`src/rtl/data_delay_prog.sv`:
```
// Runtime-programmable delay line (1..MAX_DELAY cycles) on a circular buffer with FILL/RUN valid gating.
// Build option: define DATA_DELAY_PROG_BLANK_EN to force O_data to 0 while filling.
module data_delay_prog #(
   parameter int unsigned DATA_WIDTH    = 8,
   parameter int unsigned MAX_DELAY     = 64,
   parameter int unsigned ADDR_WIDTH    = 6,
   parameter int unsigned DEFAULT_DELAY = 5
) (
   input  logic                  I_video_clk,
   input  logic                  I_rst_n,
   input  logic [ADDR_WIDTH:0]   I_delay,
   input  logic                  I_delay_load,
   input  logic                  I_data_valid,
   input  logic [DATA_WIDTH-1:0] I_data,
   output logic [DATA_WIDTH-1:0] O_data,
   output logic                  O_data_valid,
   output logic                  O_ready,
   output logic [ADDR_WIDTH:0]   O_delay,
   output logic                  O_delay_err
);

   localparam int unsigned DLY_W  = ADDR_WIDTH + 1;
   localparam int unsigned WORD_W = DATA_WIDTH + 1;

`ifdef DATA_DELAY_PROG_BLANK_EN
   localparam bit BLANK_FILL = 1'b1;
`else
   localparam bit BLANK_FILL = 1'b0;
`endif

   typedef enum logic {ST_FILL, ST_RUN} state_t;

   state_t                  state;
   logic [WORD_W-1:0]       mem [MAX_DELAY];
   logic [ADDR_WIDTH-1:0]   wr_ptr;
   logic [ADDR_WIDTH-1:0]   rd_ptr_c;
   logic [DLY_W-1:0]        fill_cnt;
   logic [DLY_W-1:0]        delay_clamp_c;
   logic                    clamp_err_c;
   logic [WORD_W-1:0]       rd_word_c;
   logic [DATA_WIDTH-1:0]   rd_data_c;
   logic [DATA_WIDTH-1:0]   fill_data_c;

   // Requested delay clamped into 1..MAX_DELAY
   always_comb begin
      delay_clamp_c = I_delay;
      clamp_err_c   = 1'b0;
      if (I_delay == '0) begin
         delay_clamp_c = DLY_W'(1);
         clamp_err_c   = 1'b1;
      end else if (I_delay > DLY_W'(MAX_DELAY)) begin
         delay_clamp_c = DLY_W'(MAX_DELAY);
         clamp_err_c   = 1'b1;
      end
   end

   // D = MAX_DELAY truncates to offset 0: read entry coincides with the write entry (read-first)
   always_comb begin
      rd_ptr_c    = wr_ptr - O_delay[ADDR_WIDTH-1:0];
      rd_word_c   = mem[rd_ptr_c];
      rd_data_c   = rd_word_c[WORD_W-1:1];
      fill_data_c = BLANK_FILL ? '0 : rd_data_c;
   end

   // One entry per cycle regardless of valid; RAM is never cleared
   always_ff @(posedge I_video_clk) begin
      mem[wr_ptr] <= {I_data, I_data_valid};
   end

   always_ff @(posedge I_video_clk) begin
      if (!I_rst_n) begin
         state        <= ST_FILL;
         wr_ptr       <= '0;
         fill_cnt     <= '0;
         O_data       <= '0;
         O_data_valid <= 1'b0;
         O_ready      <= 1'b0;
         O_delay      <= DLY_W'(DEFAULT_DELAY);
         O_delay_err  <= 1'b0;
      end else begin
         wr_ptr <= wr_ptr + ADDR_WIDTH'(1);
         if (I_delay_load) begin
            // The sample written on the load edge already counts as fresh
            state        <= ST_FILL;
            fill_cnt     <= DLY_W'(1);
            O_delay      <= delay_clamp_c;
            O_delay_err  <= clamp_err_c;
            O_ready      <= 1'b0;
            O_data_valid <= 1'b0;
            O_data       <= fill_data_c;
         end else if (state == ST_FILL) begin
            if (fill_cnt == O_delay) begin
               state        <= ST_RUN;
               O_ready      <= 1'b1;
               O_data_valid <= rd_word_c[0];
               O_data       <= rd_data_c;
            end else begin
               fill_cnt     <= fill_cnt + DLY_W'(1);
               O_ready      <= 1'b0;
               O_data_valid <= 1'b0;
               O_data       <= fill_data_c;
            end
         end else begin
            O_ready      <= 1'b1;
            O_data_valid <= rd_word_c[0];
            O_data       <= rd_data_c;
         end
      end
   end

endmodule

```
`config.mk`:
```
export PLATFORM = sky130hd
export DESIGN_NAME = data_delay_prog
export DESIGN_NICKNAME = d
export VERILOG_FILES = /design/src/rtl/data_delay_prog.sv
export SDC_FILE = /design/constraint.sdc
export NUM_CORES = 1
export LEC_CHECK = 0
export CAP_MARGIN = 20
export CORE_MARGIN = 8
export CORE_UTILIZATION = 50
export CTS_BUF_LIST = sky130_fd_sc_hd__clkbuf_16
export DETAILED_ROUTE_END_ITERATION = 10
export GPL_ROUTABILITY_DRIVEN = 0
export PLACE_DENSITY = 0.63
export SYNTH_ARGS = -nofsm -noshare
export SYNTH_HDL_FRONTEND = slang
export SYNTH_SLANG_ARGS = --single-unit
```
`constraint.sdc`:
```
create_clock -name I_video_clk -period 3.45 [get_ports I_video_clk]
set_input_delay 0.345 -clock I_video_clk [delete_from_list [all_inputs] [get_ports I_video_clk]]
set_output_delay 0.345 -clock I_video_clk [all_outputs]
set_load 0.05 [all_outputs]
```
==> qor_table.md <==
| Parameter | This run |
|---|---|
| Clock tree sinks | 607 |
| Sequential cell area | 17,900 sq um |
| DRT Wirelength | 53,300 microns |
| Total power | 17,100 uW |
| Core area | 47,300 sq um |
| Synthesis warning total | 0 |
| Rel. slew slack | 0.275 |
| DRC errors left | 0 |
| Layout area overhead | 15.5% |
| Number of core rows | 80 |
| Leakage power | 0.00900 uW |
| Distinct cells, synth | 48 |
| EDFF count, synth | 576 |
| Type of element launching the critical path | flop |
| First DRT Iteration DRCs | 1,353 |
| Clock-pin slew on the worst setup and hold paths | 0.07 ns |
| Worst VDD drop | 331 uV |
| Net count reported at finish | 1,334 |
| Post-DR vias/cell | 6.02 |
| Proportion of register bits with asynchronous set or reset after synthesis | 0 |
| Fin crit period | 3.37 ns |
| Endpoints failing setup | 0 |
| Fill cell total of the finished layout | 3,460 |
| CP Max Fanout | 22 |
| Pre-antenna DRT Iters | 7 |
| Power per cell area | 623 nW/um^2 |
| Io pins | 37 |
| Max Slew Vio Count | 0 |
| Clock tree from TritonCTS | done |
| Area post-placement | 25,500 sq um |
| Insertion delay of the later-clocked pin in the worst-skew pair | 0.60 ns |
| CP endpoint kind | flop |
| Start-to-end type of the worst setup path | reg -> reg |
| Run status | finished, final reports clean |
| Starting density of the core | 0.503 |
| Post-detail-place hpwl | 33,900 microns |
| Overflow left after global routing | 0 |
| Total nets after synthesis | 1,189 |
| Slew at the pin closest to its max-slew limit | 1.09 ns |
| Flops & latches, synth | 607 |
| Pin count of the biggest net entering global routing | 65 |
| Antenna fix cells | 0 |
| First-pass GRT wire length | 79,000 microns |
| Worst clock skew | 0.0189 ns |
| Post-layout util | 0.581 |
| Synthesized netlist cell count | 1,162 |
| CTS buffer count | 58 |
| Initial antenna violation count | 1 |
| Height of the chip | 234 microns |
| Master cell of the clock root buffer | clkbuf_16 |
| Hold bufs inserted after CTS | 0 |
| Worst-case setup slack after placement | -0.0977 ns |
| Required time of the critical path | 3.92 ns |
| Proportion of layout cells with a drive suffix above 1 | 0.265 |
| Area used by multi-input combinational logic | 5630 sq um |
| Number of maximum-capacitance violations | 0 |
| Mapped Area | 23,800 sq um |
| Overall global routing resource usage | 0.199 |
| Final-layout setup total negative slack | 0 ns |
| Mean routed wirelength per cell | 27.1 microns |
| Final Instance Area | 27,500 sq um |
| Top achievable clock speed | 297 MHz |
| Number of failing hold endpoints at the final stage | 0 |
| Die Footprint | 54,900 sq um |
| Setup repair after global routing missed its margin | false |
| CP arrival | 3.83 ns |
| Maximum clock insertion buffer count | 3 |
| Vias | 11,800 |
| Number of global-route vias before repair | 11,700 |
| Post-detailed-route count of antenna-violating nets | 0 |
| Fin crit share | 0.976 |
| Worst setup slack after layout | 0.0842 ns |
| Count of port buffers added during placement | 36 |
| Worst min-delay path class | in -> reg |
| Average instance area after synthesis | 20.5 sq um |
| Register area share after synthesis | 0.752 |
| Synth Flop Type | edfxtp_1 |
| Die extent in x | 234 microns |
| H-tree depth | 2 |
where the power goes:
| group | total (uW) | switching (uW) | internal, uW | leakage (uW) |
|---|---|---|---|---|
| clock | 6210 | 2610 | 3600 | 0.000995 |
| sequential | 8200 | 53.0 | 8140 | 0.00544 |
| combinational | 2720 | 1500 | 1230 | 0.00256 |
| total | 17100 | 4160 | 13000 | 0.00900 |
routing by layer:
metal,track usage,part of all wire,routed length [microns],up-vias
met4,0.0612,0.027,1450,0
li1,-,-,-,5080
met3,0.0348,0.081,4310,70
met5,0,0,0,-
met2,0.303,0.46,24700,485
met1,0.293,0.43,22900,6210
state kept, by name, summed over array words and instances (netlist names):
name,flops
O_delay,7
wr_ptr,6
O_delay_err,1
state,1
O_data_valid,1
fill_cnt,7
O_data,8
mem,576
cells in the mapped netlist, types with 5 or more instances:
master      n  area, sq um
nand2_1    45          169
nand3_1     6         30.0
a32oi_1    15          131
clkbuf_1   29          109
o21ai_0     7         35.0
and2_1      9         56.3
inv_1       8         30.0
a211oi_1   12         90.1
dfxtp_1    31          621
nand2b_1    5         31.3
o31ai_1    14          105
nor2b_1    15         93.8
buf_2      19         95.1
xnor2_1     7         61.3
xor2_1     11         96.3
mux4_1     10          263
or3_1       7         43.8
edfxtp_1  576        17300
mux4_2    138         3110
o21a_1      7         52.6
nor2_1     74          278
ha_1        7         87.6
buf_6       9          101
mux2i_1    35          350
a21oi_1    11         55.1
o22ai_1    17          106
final timing paths:
kind,cells past startpoint,to,startpoint,slack [ns]
setup / recovery,12,O_data[3],wr_ptr[0],0.08
hold / removal,1,mem[34][5],I_data[4],0.24
setup reg to reg,12,O_data[3],wr_ptr[0],0.08
hold reg to reg,2,fill_cnt[6],fill_cnt[6],0.51
worst max-delay path, cell delays in order (launching register included):
cell      delay [ns]
dfxtp_1         0.33
inv_1           0.10
ha_4            0.18
fa_4            0.81
buf_12          0.20
mux4_2          0.34
nor2b_1         0.15
a211oi_1        0.42
buf_4           0.19
a21oi_1         0.05
a32oi_1         0.18
buf_4           0.17
o31ai_1         0.09
cell type report:
cell class / count / area share
Timing Repair Buffer: 149 / 0.0473
Clock inverter: 47 / 0.0140
Sequential cell: 607 / 0.651
Inverter: 8 / 0.00109
Multi-Input combinational cell: 483 / 0.205
Clock buffer: 59 / 0.0537
Tap cell: 615 / 0.0280
repair_timing:
| action | 4_1_cts | 5_1_grt |
|---|---|---|
| setup buffers | 0 | 8 |
| pin swaps | 1 | 3 |
| setup endpoints to repair | 3 | 5 |
| cloned | 0 | 1 |
| resized for setup | 5 | 5 |
stage by stage:
step / std cells / hold slack (ns)
4_1_cts: 1958 / 0.256
3_5_place_dp: 1852 / 0.499
2_1_floorplan: 1162 / 0.444
6_report: 1968 / 0.237
3_3_place_gp: 1852 / 0.485
5_1_grt: 1968 / 0.224
cell usage in the layout (no fill, tap or decap), types with 9 or more instances in the layout:
| master | n |
|---|---|
| dfxtp_1 | 31 |
| and2_1 | 9 |
| nand2_1 | 45 |
| o22ai_1 | 17 |
| buf_4 | 101 |
| a211oi_1 | 11 |
| nor2b_1 | 15 |
| mux4_2 | 138 |
| a32oi_1 | 12 |
| buf_2 | 9 |
| edfxtp_1 | 576 |
| a21oi_1 | 11 |
| inv_1 | 30 |
| clkbuf_16 | 60 |
| mux4_1 | 10 |
| clkdlybuf4s50_1 | 27 |
| xor2_1 | 10 |
| mux2i_1 | 34 |
| clkinv_2 | 10 |
| o31ai_1 | 13 |
| buf_12 | 9 |
| nor2_1 | 74 |
cell families (layout without fill, tap and decap cells):
group,Yosys count,count (layout),share of synthesized area
flops,607,607,0.752
fa+ha+maj,9,9,0.00494
buf+inv,72,263,0.0158
simple gates,178,178,0.0345
compound gates,93,93,0.0279
xor+xnor,20,20,0.00846
mux,183,183,0.156
No activity file was read; power rests on OpenSTA's default activity.
